## src/rtl/csa_pkg.sv

```systemverilog
// Shared constants and elaboration helpers for the pipelined carry-select adder.
package csa_pkg;

  localparam int CSA_BLK_DEFAULT = 4;

  // Number of carry-select blocks (= pipeline stages).
  function automatic int csa_nblk(input int width, input int blk);
    return (blk > 0) ? width / blk : 1;
  endfunction

  function automatic bit csa_cfg_ok(input int width, input int blk);
    return (blk >= 1) && (width >= blk) && ((width % blk) == 0);
  endfunction

endpackage

```

## src/rtl/csa_blk.sv

```systemverilog
// One combinational carry-select block: two ripple chains (carry-in 0 and 1)
// followed by a mux on the selected carry.
module csa_blk import csa_pkg::*; #(
  parameter int BLK = CSA_BLK_DEFAULT
) (
  input  logic [BLK-1:0] a,
  input  logic [BLK-1:0] b,
  input  logic           csel,
  output logic [BLK-1:0] s,
  output logic           co
);

  logic [BLK:0]   w_c0, w_c1;
  logic [BLK-1:0] w_s0, w_s1;

  always_comb begin
    // NOTE: every combinational variable gets a default first so no path infers a latch.
    w_c0    = '0;
    w_c1    = '0;
    w_c1[0] = 1'b1;
    w_s0    = '0;
    w_s1    = '0;
    for (int i = 0; i < BLK; i++) begin
      w_s0[i]   = a[i] ^ b[i] ^ w_c0[i];
      w_c0[i+1] = (a[i] & b[i]) | (w_c0[i] & (a[i] ^ b[i]));
      w_s1[i]   = a[i] ^ b[i] ^ w_c1[i];
      w_c1[i+1] = (a[i] & b[i]) | (w_c1[i] & (a[i] ^ b[i]));
    end
  end

  assign s  = csel ? w_s1 : w_s0;
  assign co = csel ? w_c1[BLK] : w_c0[BLK];

endmodule

```

## src/rtl/csa_pipe.sv

```systemverilog
// Pipelined carry-select adder/subtractor, one stage per BLK-bit block, valid/ready on both sides.
// Define CSA_OVF_EN to add the registered signed-overflow output ovf.
module csa_pipe import csa_pkg::*; #(
  parameter int WIDTH = 16,
  parameter int BLK   = CSA_BLK_DEFAULT
) (
  input  logic             clk,
  input  logic             rst,
  input  logic             in_valid,
  output logic             in_ready,
  input  logic [WIDTH-1:0] a,
  input  logic [WIDTH-1:0] b,
  input  logic             cin,
  input  logic             sub,
  output logic             out_valid,
  input  logic             out_ready,
  output logic [WIDTH-1:0] sum,
  output logic             cout
`ifdef CSA_OVF_EN
  ,
  output logic             ovf
`endif
);

  localparam int NBLK = csa_nblk(WIDTH, BLK);

  if (!csa_cfg_ok(WIDTH, BLK)) begin : g_cfg_err
    $error("csa_pipe: WIDTH must be a positive multiple of BLK");
  end

  logic [NBLK-1:0]  r_valid;
  logic [NBLK-1:0]  r_carry;
  logic [WIDTH-1:0] r_sum [NBLK];
  logic [WIDTH-1:0] r_a   [NBLK];
  logic [WIDTH-1:0] r_b   [NBLK];

  logic             w_stall;
  logic             w_cin_eff;
  logic [WIDTH-1:0] w_b_eff;
  logic [NBLK-1:0]  w_valid_in;
  logic [NBLK-1:0]  w_csel;
  logic [NBLK-1:0]  w_blk_co;
  logic [WIDTH-1:0] w_sum_in [NBLK];
  logic [WIDTH-1:0] w_a_in   [NBLK];
  logic [WIDTH-1:0] w_b_in   [NBLK];
  logic [BLK-1:0]   w_blk_a  [NBLK];
  logic [BLK-1:0]   w_blk_b  [NBLK];
  logic [BLK-1:0]   w_blk_s  [NBLK];

  assign w_stall   = r_valid[NBLK-1] & ~out_ready;
  assign in_ready  = ~w_stall;
  assign w_b_eff   = sub ? ~b : b;
  assign w_cin_eff = sub | cin;

  // Stage 0 takes its block and carry select from the ports; later stages from the previous stage.
  for (genvar k = 0; k < NBLK; k++) begin : g_stage
    if (k == 0) begin : g_first
      assign w_valid_in[k] = in_valid;
      assign w_csel[k]     = w_cin_eff;
      assign w_sum_in[k]   = '0;
      assign w_a_in[k]     = a;
      assign w_b_in[k]     = w_b_eff;
      assign w_blk_a[k]    = a[BLK-1:0];
      assign w_blk_b[k]    = w_b_eff[BLK-1:0];
    end else begin : g_next
      assign w_valid_in[k] = r_valid[k-1];
      assign w_csel[k]     = r_carry[k-1];
      assign w_sum_in[k]   = r_sum[k-1];
      assign w_a_in[k]     = r_a[k-1];
      assign w_b_in[k]     = r_b[k-1];
      assign w_blk_a[k]    = r_a[k-1][k*BLK +: BLK];
      assign w_blk_b[k]    = r_b[k-1][k*BLK +: BLK];
    end

    csa_blk #(.BLK(BLK)) u_blk (
      .a    (w_blk_a[k]),
      .b    (w_blk_b[k]),
      .csel (w_csel[k]),
      .s    (w_blk_s[k]),
      .co   (w_blk_co[k])
    );
  end

  always_ff @(posedge clk or posedge rst) begin
    // NOTE: data registers are cleared too, so sum/cout read 0 until the first result arrives.
    if (rst) begin
      r_valid <= '0;
      r_carry <= '0;
      for (int k = 0; k < NBLK; k++) begin
        r_sum[k] <= '0;
        r_a[k]   <= '0;
        r_b[k]   <= '0;
      end
    end else if (!w_stall) begin
      // NOTE: non-blocking updates let every stage capture its predecessor's pre-edge value.
      r_valid <= w_valid_in;
      r_carry <= w_blk_co;
      for (int k = 0; k < NBLK; k++) begin
        r_sum[k] <= w_sum_in[k] | (WIDTH'(w_blk_s[k]) << (k*BLK));
        r_a[k]   <= w_a_in[k];
        r_b[k]   <= w_b_in[k];
      end
    end
  end

  assign out_valid = r_valid[NBLK-1];
  assign sum       = r_sum[NBLK-1];
  assign cout      = r_carry[NBLK-1];

`ifdef CSA_OVF_EN
  // Carry into the MSB is recovered from the MSB sum bit and its operand bits.
  logic r_ovf;
  logic w_msb_cin;

  assign w_msb_cin = w_blk_s[NBLK-1][BLK-1] ^ w_blk_a[NBLK-1][BLK-1] ^ w_blk_b[NBLK-1][BLK-1];

  always_ff @(posedge clk or posedge rst) begin
    if (rst) begin
      r_ovf <= 1'b0;
    end else if (!w_stall) begin
      r_ovf <= w_msb_cin ^ w_blk_co[NBLK-1];
    end
  end

  assign ovf = r_ovf;
`endif

endmodule

```

## config.mk

```make
export PLATFORM = sky130hd
export DESIGN_NAME = csa_pipe
export DESIGN_NICKNAME = d
export VERILOG_FILES = /design/src/rtl/csa_pkg.sv /design/src/rtl/csa_blk.sv /design/src/rtl/csa_pipe.sv
export SDC_FILE = /design/constraint.sdc
export NUM_CORES = 1
export LEC_CHECK = 0
export ABC_AREA = 1
export CELL_PAD_IN_SITES_DETAIL_PLACEMENT = 1
export CELL_PAD_IN_SITES_GLOBAL_PLACEMENT = 2
export CORE_UTILIZATION = 36
export CTS_CLUSTER_SIZE = 30
export DETAILED_ROUTE_END_ITERATION = 16
export GPL_ROUTABILITY_DRIVEN = 0
export PLACE_DENSITY = 0.83
export RECOVER_POWER = 25
export SETUP_SLACK_MARGIN = 0.4
export SLEW_MARGIN = 10
export SYNTH_ARGS = -nofsm -noshare
export SYNTH_HDL_FRONTEND = slang
export SYNTH_HIERARCHICAL = 1
export SYNTH_SLANG_ARGS = --single-unit
```

## constraint.sdc

```tcl
create_clock -name clk -period 9.7 [get_ports clk]
set_input_delay 1.94 -clock clk [delete_from_list [all_inputs] [get_ports clk]]
set_output_delay 1.94 -clock clk [all_outputs]
set_load 0.02 [all_outputs]
```

==> results of run 1 <==
## final timing paths
kind,slack (ns),cells past startpoint,endpoint
setup / recovery,3.21,3,r_sum[48]
setup reg to reg,6.96,4,r_a[30]
hold / removal,0.45,2,r_valid[3]
hold reg to reg,0.45,2,r_valid[3]
min in group asynchronous,2.22,2,r_b[53]
max in group clk,3.67,5,in_ready
## power groups by stage
stage          registers (mW)  clock network, mW  logic (mW)
4_1_cts                 0.673              0.373       0.607
6_report                0.669              0.360       0.575
5_1_grt                 0.694              0.388       0.679
2_1_floorplan           0.655                  0       0.463
3_3_place_gp            0.669                  0       0.575
3_5_place_dp            0.679                  0       0.601
## cells in the mapped netlist
cell type,n
fa_1,12
buf_6,1
nor2_2,1
nand2_2,1
dfrtp_1,96
buf_4,23
or2_2,1
inv_1,92
o21ai_1,4
ha_1,8
buf_2,10
nand2_1,218
clkbuf_1,5
o21ai_0,49
inv_2,1
xor2_1,4
nand3_1,11
## cell type report
type	count	area, µm²
flip-flops and latches	96	2400
clock inverters	5	55.1
clock buffers	11	253
repair buffers	59	579
multi-input cells	309	1530
fillers	1447	6780
inverters	93	350
well taps	168	210
## flip-flops by register name (all words and copies together) (netlist names)
register  count
r_a          24
r_b          24
r_carry       4
r_sum        24
r_valid       4
sum          16
## kinds of logic (layout without fill, tap and decap cells)
kind of cell / count (synthesis) / after routing / synth area share [%]
xor gates and xnor gates: 4 / 4 / 0.772
AOI/OAI and AO/OA: 53 / 53 / 5.85
DFF: 96 / 96 / 53.0
adders and majority gates: 20 / 20 / 7.50
and+or+nand+nor: 232 / 232 / 19.7
buffers and inverters: 132 / 168 / 13.3
## stage by stage
stage / hold slack (ns) / std cells / total power [mW] / area [µm²]
detailed placement: 0.444 / 725 / 1.28 / 5080
global route: 0.479 / 741 / 1.76 / 5380
global placement: 0.434 / 725 / 1.24 / 5080
CTS: 0.457 / 741 / 1.65 / 5390
finish: 0.447 / 741 / 1.60 / 5380
floorplan: 0.420 / 537 / 1.12 / 4540
## worst register-to-register path, stage by stage, from the launching register on
cell and delay, ns:
dfrtp_1 0.42, inv_2 0.05, nor2_1 1.19, buf_4 0.71
o21ai_0 0.23
## routing by layer
layer | up-vias | track usage [%] | routed length [µm]
li1 | 1626 | - | -
met2 | 40 | 24.2 | 4030
met5 | - | 0 | 0
met4 | 0 | 6.23 | 144
met3 | 9 | 2.86 | 232
met1 | 1515 | 21.2 | 4530
## cell usage in the layout, fill, tap and decap left out
cell               n
nand2_1          218
or2_2              1
xor2_1             4
ha_1               8
o21ai_0           49
inv_1             91
clkinvlp_4         2
o21ai_1            4
fa_1              12
clkinv_2           2
clkbuf_1           1
clkbuf_16          9
dlygate4sd3_1     19
clkdlybuf4s50_1   37
nor2_1             1
bufinv_16          1
inv_2              1
nand2_2            1
nand3_1           11
dfrtp_1           96
clkinvlp_2         1
clkbuf_8           2
buf_4              2
==> flow_summary.ini, run 1 <==
[timing]
fin_crit_ns = 6.49
setup_tns_ns = 0
hold_violations = 0
slew_headroom_pct = -168
finalSetupViolations = 0
skew_ns = 0.00627
max_freq_mhz = 154
timing.final.crit_share_pct = 66.9
worst_pin_slew_ns = 4.03
drv_slew = 105
grt_setup_unrepaired = no
setup_ws_ns = 3.21

[yosys]
ys_ff_latch = 96
syn-num-nets = 595
syn_inst = 537
synth_top_area_share_pct = 53.0
synthTopCellsByArea = dfrtp_1, nand2_1, inv_1
ys_seq_area_share_pct = 53.0
synth_cell_type_count = 17
syn_avg_cell_area_um2 = 8.45
synth.cell_area_um2 = 4540
yosysWarningCount = 6
yosysTopAreaCell = dfrtp_1

[floorplan]
num_rows = 40
die_y_um = 114
die-area_um2 = 13100
chipWidth_um = 114
io_pins = 57
core_um2 = 12200
floorplan.initialDensity_pct = 37.3

[power_and_ir_drop]
p_leak_nw = 2.85
power_density_nw_per_um2 = 298
switching_share_pct = 36.9
p_int_mw = 1.01
power_frac_comb_pct = 35.9
peakVddDrop_mv = 0.0962
power_frac_seq_pct = 41.7
pwr-share-clk_pct = 22.5
p_switching_mw = 0.592

[detailed_routing]
viasPerCell = 4.30
wire_per_inst_um = 12.1
drt_iter0_drc = 110
drt_first_pass_iters = 4
drt-total-wl_mm = 8.94
drc = 0
final_antenna_net_count = 0
vias = 3190

[global_route]
grt-ovfl-total = 0
grt_pass1_vias = 3294
grt_pass1_wl_mm = 15.7
grtUsageTotal_pct = 15.4
grt_max_degree = 99
antenna_found_initial = 0

[clock_tree]
cts_tree = built
clkSinkCount = 96
htreeDepth = 3
cts_hold_buf = 0
cts.reportedPaths.clkPinSlew_ns = 0.06
clockBufferDepth = 2
worstSkewPairLatency_ns = 0.34
cts_made_buffers = 9
post-cts-setup-buffers = 0
cts-root-buf = clkbuf_16
post_cts_resized = 0

[layout]
final_net_count = 626
fin_util_pct = 44.2
diodes = 0
drive_gt1_share_pct = 3.84
areaGrowthSynthToFinish_pct = 18.6

[place]
post-place-ws_ns = 3.67
dp_hpwl_mm = 6.02
portBuffers = 56

[worst_setup_path]
setup.worst_path.start_class = input port
crit_path_cell_trace = dlygate4sd3_1, clkinvlp_2, clkbuf_1
r2r_start = r_valid[3]
end_kind = async pin
max_stage_delay_ns = 2.88
crit_start = rst
crit_slowest_cell = clkbuf_1
cp_max_fo = 75
crit_buf_inv = 3
crit_arrival_ns = 6.00
critical_path_class = input port to async pin
critPathTopFamily = buffers and inverters
required_ns = 9.21

[min_path]
hp-class = flop to flop
holdCritStartpoint = r_valid[2]

[job]
drv_cap = 2

[run_status]
status = complete, but fails checks
violations = max-capacitance violations, max-slew violations
Power figures use the tool's default switching activity.
==> run 2: changes to the inputs <==
--- a/config.mk
+++ b/config.mk
@@ -8,11 +8,11 @@
 export ABC_AREA = 1
 export CELL_PAD_IN_SITES_DETAIL_PLACEMENT = 1
 export CELL_PAD_IN_SITES_GLOBAL_PLACEMENT = 2
-export CORE_UTILIZATION = 36
+export CORE_UTILIZATION = 30
 export CTS_CLUSTER_SIZE = 30
 export DETAILED_ROUTE_END_ITERATION = 16
 export GPL_ROUTABILITY_DRIVEN = 0
-export PLACE_DENSITY = 0.83
+export PLACE_DENSITY = 0.73
 export RECOVER_POWER = 25
 export SETUP_SLACK_MARGIN = 0.4
 export SLEW_MARGIN = 10
==> constraint.sdc (replaced) <==
create_clock -name clk -period 5.65 [get_ports clk]
set_input_delay 1.13 -clock clk [delete_from_list [all_inputs] [get_ports clk]]
set_output_delay 1.13 -clock clk [all_outputs]
set_load 0.02 [all_outputs]
==> run 2 against run 1 <==
The flow finishes with violations (design-rule violations, max-capacitance violations, max-slew violations). Wire length rose by 0.79%. Register-to-register slack got worse by 3.5 ns. Design area up 1.2%. Combinational power increased by 74%. Setup slack got worse by 1.3 ns. Critical path depth is 1 higher. Power rose by 76%. Utilization down 7.1 points. Via count down 1.0%. Non-clock buffer count grew 1. Flip-flop and latch count unchanged. Die area rose by 20%.
==> flow_summary.ini, run 2 (synthesis results as in run 1) <==
[floorplan]
die_y_um = 125
core_um2 = 14600
chipWidth_um = 125
die-area_um2 = 15600
io_pins = 57
floorplan.initialDensity_pct = 31.0
num_rows = 44

[timing]
max_freq_mhz = 264
setup_tns_ns = 0
slew_headroom_pct = -54.2
skew_ns = 0.00437
worst_pin_slew_ns = 2.30
hold_violations = 0
finalSetupViolations = 0
fin_crit_ns = 3.79
grt_setup_unrepaired = no
timing.final.crit_share_pct = 67.0
drv_slew = 53

[detailed_routing]
viasPerCell = 4.16
final_antenna_net_count = 0
drt_iter0_drc = 181
wire_per_inst_um = 11.9
drt-total-wl_mm = 9.01
vias = 3157
drc = 4
drt_first_pass_iters = 10

[layout]
drive_gt1_share_pct = 3.83
mostFrequentLayoutCells = nand2_1, dfrtp_1, inv_1, clkdlybuf4s50_1, o21ai_0
final_cells = 758
largestRegisters = r_a x24, r_b x24, r_sum x24
diodes = 0
final_common_cell = nand2_1
final_net_count = 627
ff_latch_area_um2 = 2400
areaGrowthSynthToFinish_pct = 20.0
multi_input_area_um2 = 1540
num-fill-cells = 1748

[clock_tree]
cts_tree = built
post-cts-setup-buffers = 0
cts.reportedPaths.clkPinSlew_ns = 0.06
clockBufferDepth = 2
cts-root-buf = clkbuf_16
cts_made_buffers = 9
clkSinkCount = 96
post_cts_resized = 0
cts_hold_buf = 0
htreeDepth = 3
worstSkewPairLatency_ns = 0.34

[worst_setup_path]
reg2reg_slack_ns = 3.45
r2r_start = r_a[40]
crit_end = in_ready
end_kind = primary output
setup.worst_path.start_class = input port
cp_max_fo = 39
reg2reg_depth = 12
critical_path_class = input port to primary output
crit_start = out_ready
regToRegEndpoint = r_sum[27]
required_ns = 4.52
crit_arrival_ns = 2.66

[global_route]
grt_max_degree = 86
grt_pass1_wl_mm = 16.5
antenna_found_initial = 0
grt-ovfl-total = 0
grt_pass1_vias = 3417
grtUsageTotal_pct = 13.2

[min_path]
hp-class = flop to flop

[power_and_ir_drop]
power_frac_comb_pct = 35.5
power_frac_seq_pct = 40.8
p_leak_nw = 2.86
power_density_nw_per_um2 = 519
peakVddDrop_mv = 0.186
p_int_mw = 1.82
switching_share_pct = 35.6
p_switching_mw = 1.01
pwr-share-clk_pct = 23.8

[place]
dp_hpwl_mm = 6.08
portBuffers = 56
dpl.cell_count = 742

[run_status]
status = complete, but fails checks
violations = design-rule violations, max-capacitance violations, max-slew violations

[job]
drv_cap = 1
==> run 2: cell types whose count changed in the layout (fill, tap and decap cells not counted), moves of 2 or more <==
cell and delta:
clkinvlp_4 -2, buf_4 +2, clkinv_2 -2, dlygate4sd3_1 -18, clkdlybuf4s50_1 +18
==> run 2: how the worst min path moves through the flow <==
stage                    start          to  slack [ns]  cells past startpoint
detailed placement  r_valid[2]  r_valid[3]        0.45                      2
finish              r_valid[2]  r_valid[3]        0.46                      2
global route        r_valid[2]  r_valid[3]        0.49                      2
global placement    r_valid[2]  r_valid[3]        0.44                      2
CTS                 r_valid[2]  r_valid[3]        0.47                      2
floorplan           r_valid[2]  r_valid[3]        0.42                      2
==> run 2: area by class of cell <==
cell class	count	share of cell area (%)
Inverter	93	6.44
Timing Repair Buffer	60	10.9
Clock inverter	2	1.10
Tap cell	184	4.23
Multi-Input combinational cell	309	28.2
Clock buffer	14	5.03
Sequential cell	96	44.1
==> run 2: critical path, stage by stage <==
cell and delay, ns:
clkdlybuf4s50_1 0.48, inv_1 0.07, nand2_4 0.29, clkdlybuf4s50_1 0.68
==> run 2: metal layers <==
| metal | GRT usage, % | up-vias | wire length (µm) |
|---|---|---|---|
| met2 | 20.6 | 38 | 4020 |
| met4 | 4.73 | 0 | 125 |
| met5 | 0 | - | 0 |
| met3 | 3.47 | 7 | 271 |
| li1 | - | 1626 | - |
| met1 | 17.7 | 1486 | 4590 |
==> run 2: stage by stage <==
stage | setup slack [ns] | utilization, % | hold slack [ns] | total power [mW] | instance area [µm²]
2_1_floorplan | 2.01 | - | 0.420 | 1.92 | 4540
3_3_place_gp | 1.79 | 34.9 | 0.442 | 2.15 | 5120
3_5_place_dp | 1.77 | 34.9 | 0.447 | 2.20 | 5120
4_1_cts | 1.77 | 37.2 | 0.466 | 2.89 | 5450
5_1_grt | 1.75 | 37.2 | 0.495 | 3.12 | 5440
6_report | 1.86 | 37.2 | 0.462 | 2.83 | 5440
==> run 2: power by group through the flow <==
stage / sequential, mW / combinational, mW / clock, mW
2_1_floorplan: 1.12 / 0.794 / 0
3_3_place_gp: 1.16 / 0.996 / 0
3_5_place_dp: 1.17 / 1.03 / 0
4_1_cts: 1.16 / 1.04 / 0.700
5_1_grt: 1.19 / 1.20 / 0.722
6_report: 1.15 / 1.00 / 0.672
==> variant 1 (settings of run 1) <==
`WIDTH`: 16 -> 32.
--- a/src/rtl/csa_pipe.sv
+++ b/src/rtl/csa_pipe.sv
@@ -1,7 +1,7 @@
 // Pipelined carry-select adder/subtractor, one stage per BLK-bit block, valid/ready on both sides.
 // Define CSA_OVF_EN to add the registered signed-overflow output ovf.
 module csa_pipe import csa_pkg::*; #(
-  parameter int WIDTH = 16,
+  parameter int WIDTH = 32,
   parameter int BLK   = CSA_BLK_DEFAULT
 ) (
   input  logic             clk,
Ports: changed (resized a, b and sum); port bits go from 57 to 105. No check against the original RTL was run, so the function may have changed too.
==> variant 1 against run 1 <==
The run still ends with max-capacitance violations, max-slew violations left; routed wire length grew to 3.8 times the old value; largest cell class unchanged; clock power rose to 4.5 times the old value; clock skew is 0.0083 ns higher; final area grew to 3.5 times the old value; synthesized area rose to 3.6 times the old value; sequential cell count up 288; total power rose to 3.8 times the old value; setup slack worse by 0.66 ns; count of clock-buffer cells in the layout grew 45; non-clock buffer count is 54 higher.
==> variant 1: results (changes against run 1) <==
qor: status.run_status complete, but fails checks
qor: status.violations max-capacitance violations, max-slew violations
qor: finish.layout-drive-gt1-share 4.48% [+0.65 points]
qor: synth.synth_seq_area_share 59.6% [+6.6 points]
qor: critical_path.worstPathMaxFanout 76 [+1.3%]
qor: synth.synthesis.instances 1805 [+240%]
qor: power.power_combinational 1.80 mW [+210%]
qor: sta.slew-limit-headroom -108% [+61 points]
qor: synth.synth.top_cells.by_count nand2_1 (676), dfrtp_1 (384), o21ai_0 (273), inv_1 (272), buf_2 (74)
qor: flow_run.max_cap_viols 2 [unchanged]
qor: power.power.leakage 9.48 nW [+230%]
qor: finish.synthToLayoutAreaGrowth 16.0%
qor: sta.fin_worst_skew 0.0145 ns [+0.00827 ns]
qor: sta.maxSlewViolCount 129 [+23%]
qor: routing.detailed_route_wl 34000 um [+280%]
qor: routing.vias_per_cell 4.50 [+4.5%]
qor: place.placed_cells_incl_taps 2388 [+230%]
qor: power.power_switching_share 35.2% [-1.8 points]
qor: finish.design.final.nets 1950 [+210%]
qor: clock_tree.cts_inserted_buffers 42 [+33]
qor: synth.ys_types 16 [-1]
qor: grt.grt_util_all_layers 15.7% [+0.28 points]
qor: place.place_area 0.0173 mm^2 [+240%]
qor: synth.syn_nets 1915 [+220%]
qor: worst_hold_path.timing.hold.worst_endpoint r_valid[7]
qor: critical_path.critical-path-slowest-cell nand2_1
qor: routing.drt-wirelength-per-cell 13.8 um [+14%]
qor: sta.hold_ws 0.455 ns [+0.00787 ns]
qor: routing.first_iter_violations 746 [+580%]
variant 1: layout make-up:
| cell class | count | area share [%] |
|---|---|---|
| inverter | 273 | 5.50 |
| multi-input combinational | 1026 | 25.6 |
| clock buffer | 56 | 6.43 |
| timing repair buffer | 113 | 6.10 |
| tap | 592 | 3.96 |
| clock inverter | 21 | 1.11 |
| sequential | 384 | 51.3 |
variant 1: per-layer routing:
layer  vias up  part of all wire [%]  track usage [%]
li1       5484                     -                -
met1      5437                    48             21.9
met2       119                    47             25.2
met3        50                   3.4             2.99
met4         0                   1.8             4.11
met5         -                     0                0
variant 1: cells by family (layout without fill, tap and decap cells):
logic type                 count (synthesis)  count (layout)  synth area share, %
AOI/OAI and AO/OA                        281             281                 8.72
xor gates and xnor gates                   4               4                0.217
adders and majority gates                 40              40                 4.22
buffers and inverters                    395             463                 10.8
DFF                                      384             384                 59.6
and+or+nand+nor                          701             701                 16.5
variant 1: tightest hold or removal path: stages (launching register included):
cell and delay [ns]:
dfrtp_1 0.32, inv_1 0.05, nand2_1 0.06
==> variant 2 (flow settings as in run 1) <==
Without the edit above. The option `CSA_OVF_EN` is turned on by a define.
--- a/src/rtl/csa_pipe.sv
+++ b/src/rtl/csa_pipe.sv
@@ -1,5 +1,7 @@
 // Pipelined carry-select adder/subtractor, one stage per BLK-bit block, valid/ready on both sides.
 // Define CSA_OVF_EN to add the registered signed-overflow output ovf.
+`define CSA_OVF_EN
+
 module csa_pipe import csa_pkg::*; #(
   parameter int WIDTH = 16,
   parameter int BLK   = CSA_BLK_DEFAULT
Behaviour (old outputs only; new: ovf): unchanged (Yosys induction, for registers that start in step).
==> variant 2 against run 1 <==
The run still ends with max-capacitance violations, max-slew violations left; utilization increased by 0.76 points; sequential power increased by 1%; synthesized area decreased by 0.25%; setup slack improved by 1.0 ns; total power increased by 7.3%; sequential share of layout area decreased by 0.11 points; final area increased by 1.3%; cell count decreased by 1.6%; critical path depth increased by 1; sequential cell count increased by 1; register-to-register slack got worse by 0.91 ns; routed wire length decreased by 1.2%; critical endpoint is now in_ready; largest cell class unchanged.
==> variant 2: results (changes against run 1) <==
qor: status.run_status complete, but fails checks
qor: status.violations max-capacitance violations, max-slew violations
qor: finish.antenna-diode-count 0 [unchanged]
qor: critical_path.regToRegSetupSlack 6.05 ns [-0.91 ns]
qor: power.power_report.internal_total 1.09 mW [+7.8%]
qor: routing.vias 3179 [-0.34%]
qor: clock_tree.cts_root_buf clkbuf_16
qor: synth.synth_seq_area_share 53.6% [+0.68 points]
qor: routing.first_iter_violations 202 [+84%]
qor: clock_tree.worstSkewPairLatency 0.35 ns
qor: grt.grt_pass1_wl 15700 um [about the same]
qor: sta.maxSlewViolCount 87 [-17%]
qor: power.power.leakage 2.81 nW [-1.4%]
qor: routing.drt-wirelength-per-cell 12.1 um [+0.47%]
qor: sta.fin_worst_skew 0.00364 ns [-0.00263 ns]
qor: critical_path.timing.critical_path.arrival 3.55 ns [-2.45 ns]
qor: power.ir_drop 0.0843 mV [-12%]
qor: clock_tree.cts_inserted_buffers 9 [unchanged]
qor: grt.grt_util_all_layers 15.6% [+0.22 points]
qor: grt.grt_max_degree 106 [+7.1%]
qor: sta.tightest_slew 3.43 ns [-0.597 ns]
qor: clock_tree.clock_transition_at_the_registers_of_the_reported_paths 0.06 ns [about the same]
qor: synth.syn_nets 580 [-2.5%]
qor: finish.layout_top_registers r_a (24), r_b (24), r_sum (24)
qor: critical_path.r2r_cells 5 [+1]
qor: clock_tree.clock_path_buffers 2 [unchanged]
qor: critical_path.regToRegEndpoint r_a[62]
qor: finish.design.final.nets 614 [-1.9%]
qor: finish.layout.filler_cells 1460 [+0.90%]
qor: clock_tree.cts_max_level 3 [unchanged]
qor: grt.grt_pass1_vias 3379 [+2.6%]
qor: grt.antenna_found_initial 0 [unchanged]
qor: worst_hold_path.hold-path-cell-count 2 [unchanged]
qor: critical_path.worstPathMaxFanout 4 [-95%]
qor: synth.synth.top_cells.by_count nand2_1 (213), dfrtp_1 (97), inv_1 (77), o21ai_0 (51), buf_4 (18)
qor: flow_run.max_cap_viols 1 [-1]
qor: worst_hold_path.timing.hold.worst_endpoint r_valid[3]
qor: finish.layout-drive-gt1-share 3.74% [-0.096 points]
qor: synth.ys_types 17 [unchanged]
qor: routing.post-route-drc-count 0 [unchanged]
qor: synth.share_of_flip_flops_with_an_asynchronous_set_or_reset 100% [unchanged]
qor: place.io_buffers 57 [+1.8%]
qor: place.final_hpwl_from_detailed_placement 5800 um [-3.6%]
qor: synth.top_cells_by_area_synth dfrtp_1 (54%), nand2_1 (18%), inv_1 (6.4%)
-- variant 2: changes by cell type in the layout (fill, tap and decap cells not counted), sizes merged --
cell	delta
o21ai	+2
dlygate4sd3	+1
nor2	+2
nand2	-6
bufinv	+2
clkinv	+2
inv	-16
buf	+1
dfrtp	+1
nand3	-10
clkinvlp	-2
xnor2	+12
clkbuf	-1
-- variant 2: routing by layer --
| metal | vias up | track usage (%) | wire length, um | share of wire [%] |
|---|---|---|---|---|
| met2 | 43 | 26.7 | 4450 | 50 |
| met5 | - | 0 | 0 | 0 |
| met4 | 0 | 7.27 | 180 | 2.0 |
| met3 | 10 | 3.65 | 266 | 3.0 |
| li1 | 1601 | - | - | - |
| met1 | 1525 | 18.8 | 3940 | 45 |
-- variant 2: final cells by class --
type / instances / area [um^2] / area share (%)
multi-input cells: 309 / 1580 / 28.9
clock buffers: 10 / 239 / 4.38
well taps: 168 / 210 / 3.86
clock inverters: 6 / 105 / 1.93
flip-flops and latches: 97 / 2430 / 44.5
repair buffers: 61 / 597 / 11.0
inverters: 78 / 294 / 5.39
-- variant 2: worst max-delay path, stage by stage --
cell             delay (ns)
dlygate4sd3_1          0.54
nor2_1                 0.36
clkinv_1               0.16
clkdlybuf4s50_1        0.56
-- variant 2: cell families after synthesis --
| family | share of synthesized area [%] |
|---|---|
| and+or+nand+nor | 18.3 |
| buffers and inverters | 11.3 |
| DFF | 53.6 |
| AOI/OAI and AO/OA | 6.08 |
| adders and majority gates | 7.52 |
| xor gates and xnor gates | 3.10 |
-- variant 2: power by group through the flow --
stage                     clock, mW  combinational [mW]  sequential, mW
final                         0.411               0.632           0.679
after global routing          0.439               0.745           0.703
after CTS                     0.424               0.662           0.684
after detailed placement          0               0.656           0.690
after global placement            0               0.627           0.683
after floorplan                   0               0.484           0.668
-- variant 2: worst max path at each step --
stage | startpoint | endpoint | slack (ns) | depth (start not counted)
global placement | out_ready | in_ready | 4.57 | 4
CTS | out_ready | in_ready | 4.57 | 4
detailed placement | out_ready | in_ready | 4.57 | 4
floorplan | rst | ovf | 5.23 | 1
global route | out_ready | r_a[62] | 3.84 | 5
finish | out_ready | in_ready | 4.21 | 4
-- variant 2: through the flow --
step / hold WS [ns] / area, um^2 / std cells / worst slack (ns)
floorplan: 0.420 / 4530 / 522 / 5.23
global placement: 0.432 / 5120 / 713 / 4.57
detailed placement: 0.444 / 5120 / 713 / 4.57
CTS: 0.461 / 5460 / 729 / 4.57
global route: 0.477 / 5450 / 729 / 3.84
finish: 0.453 / 5450 / 729 / 4.21
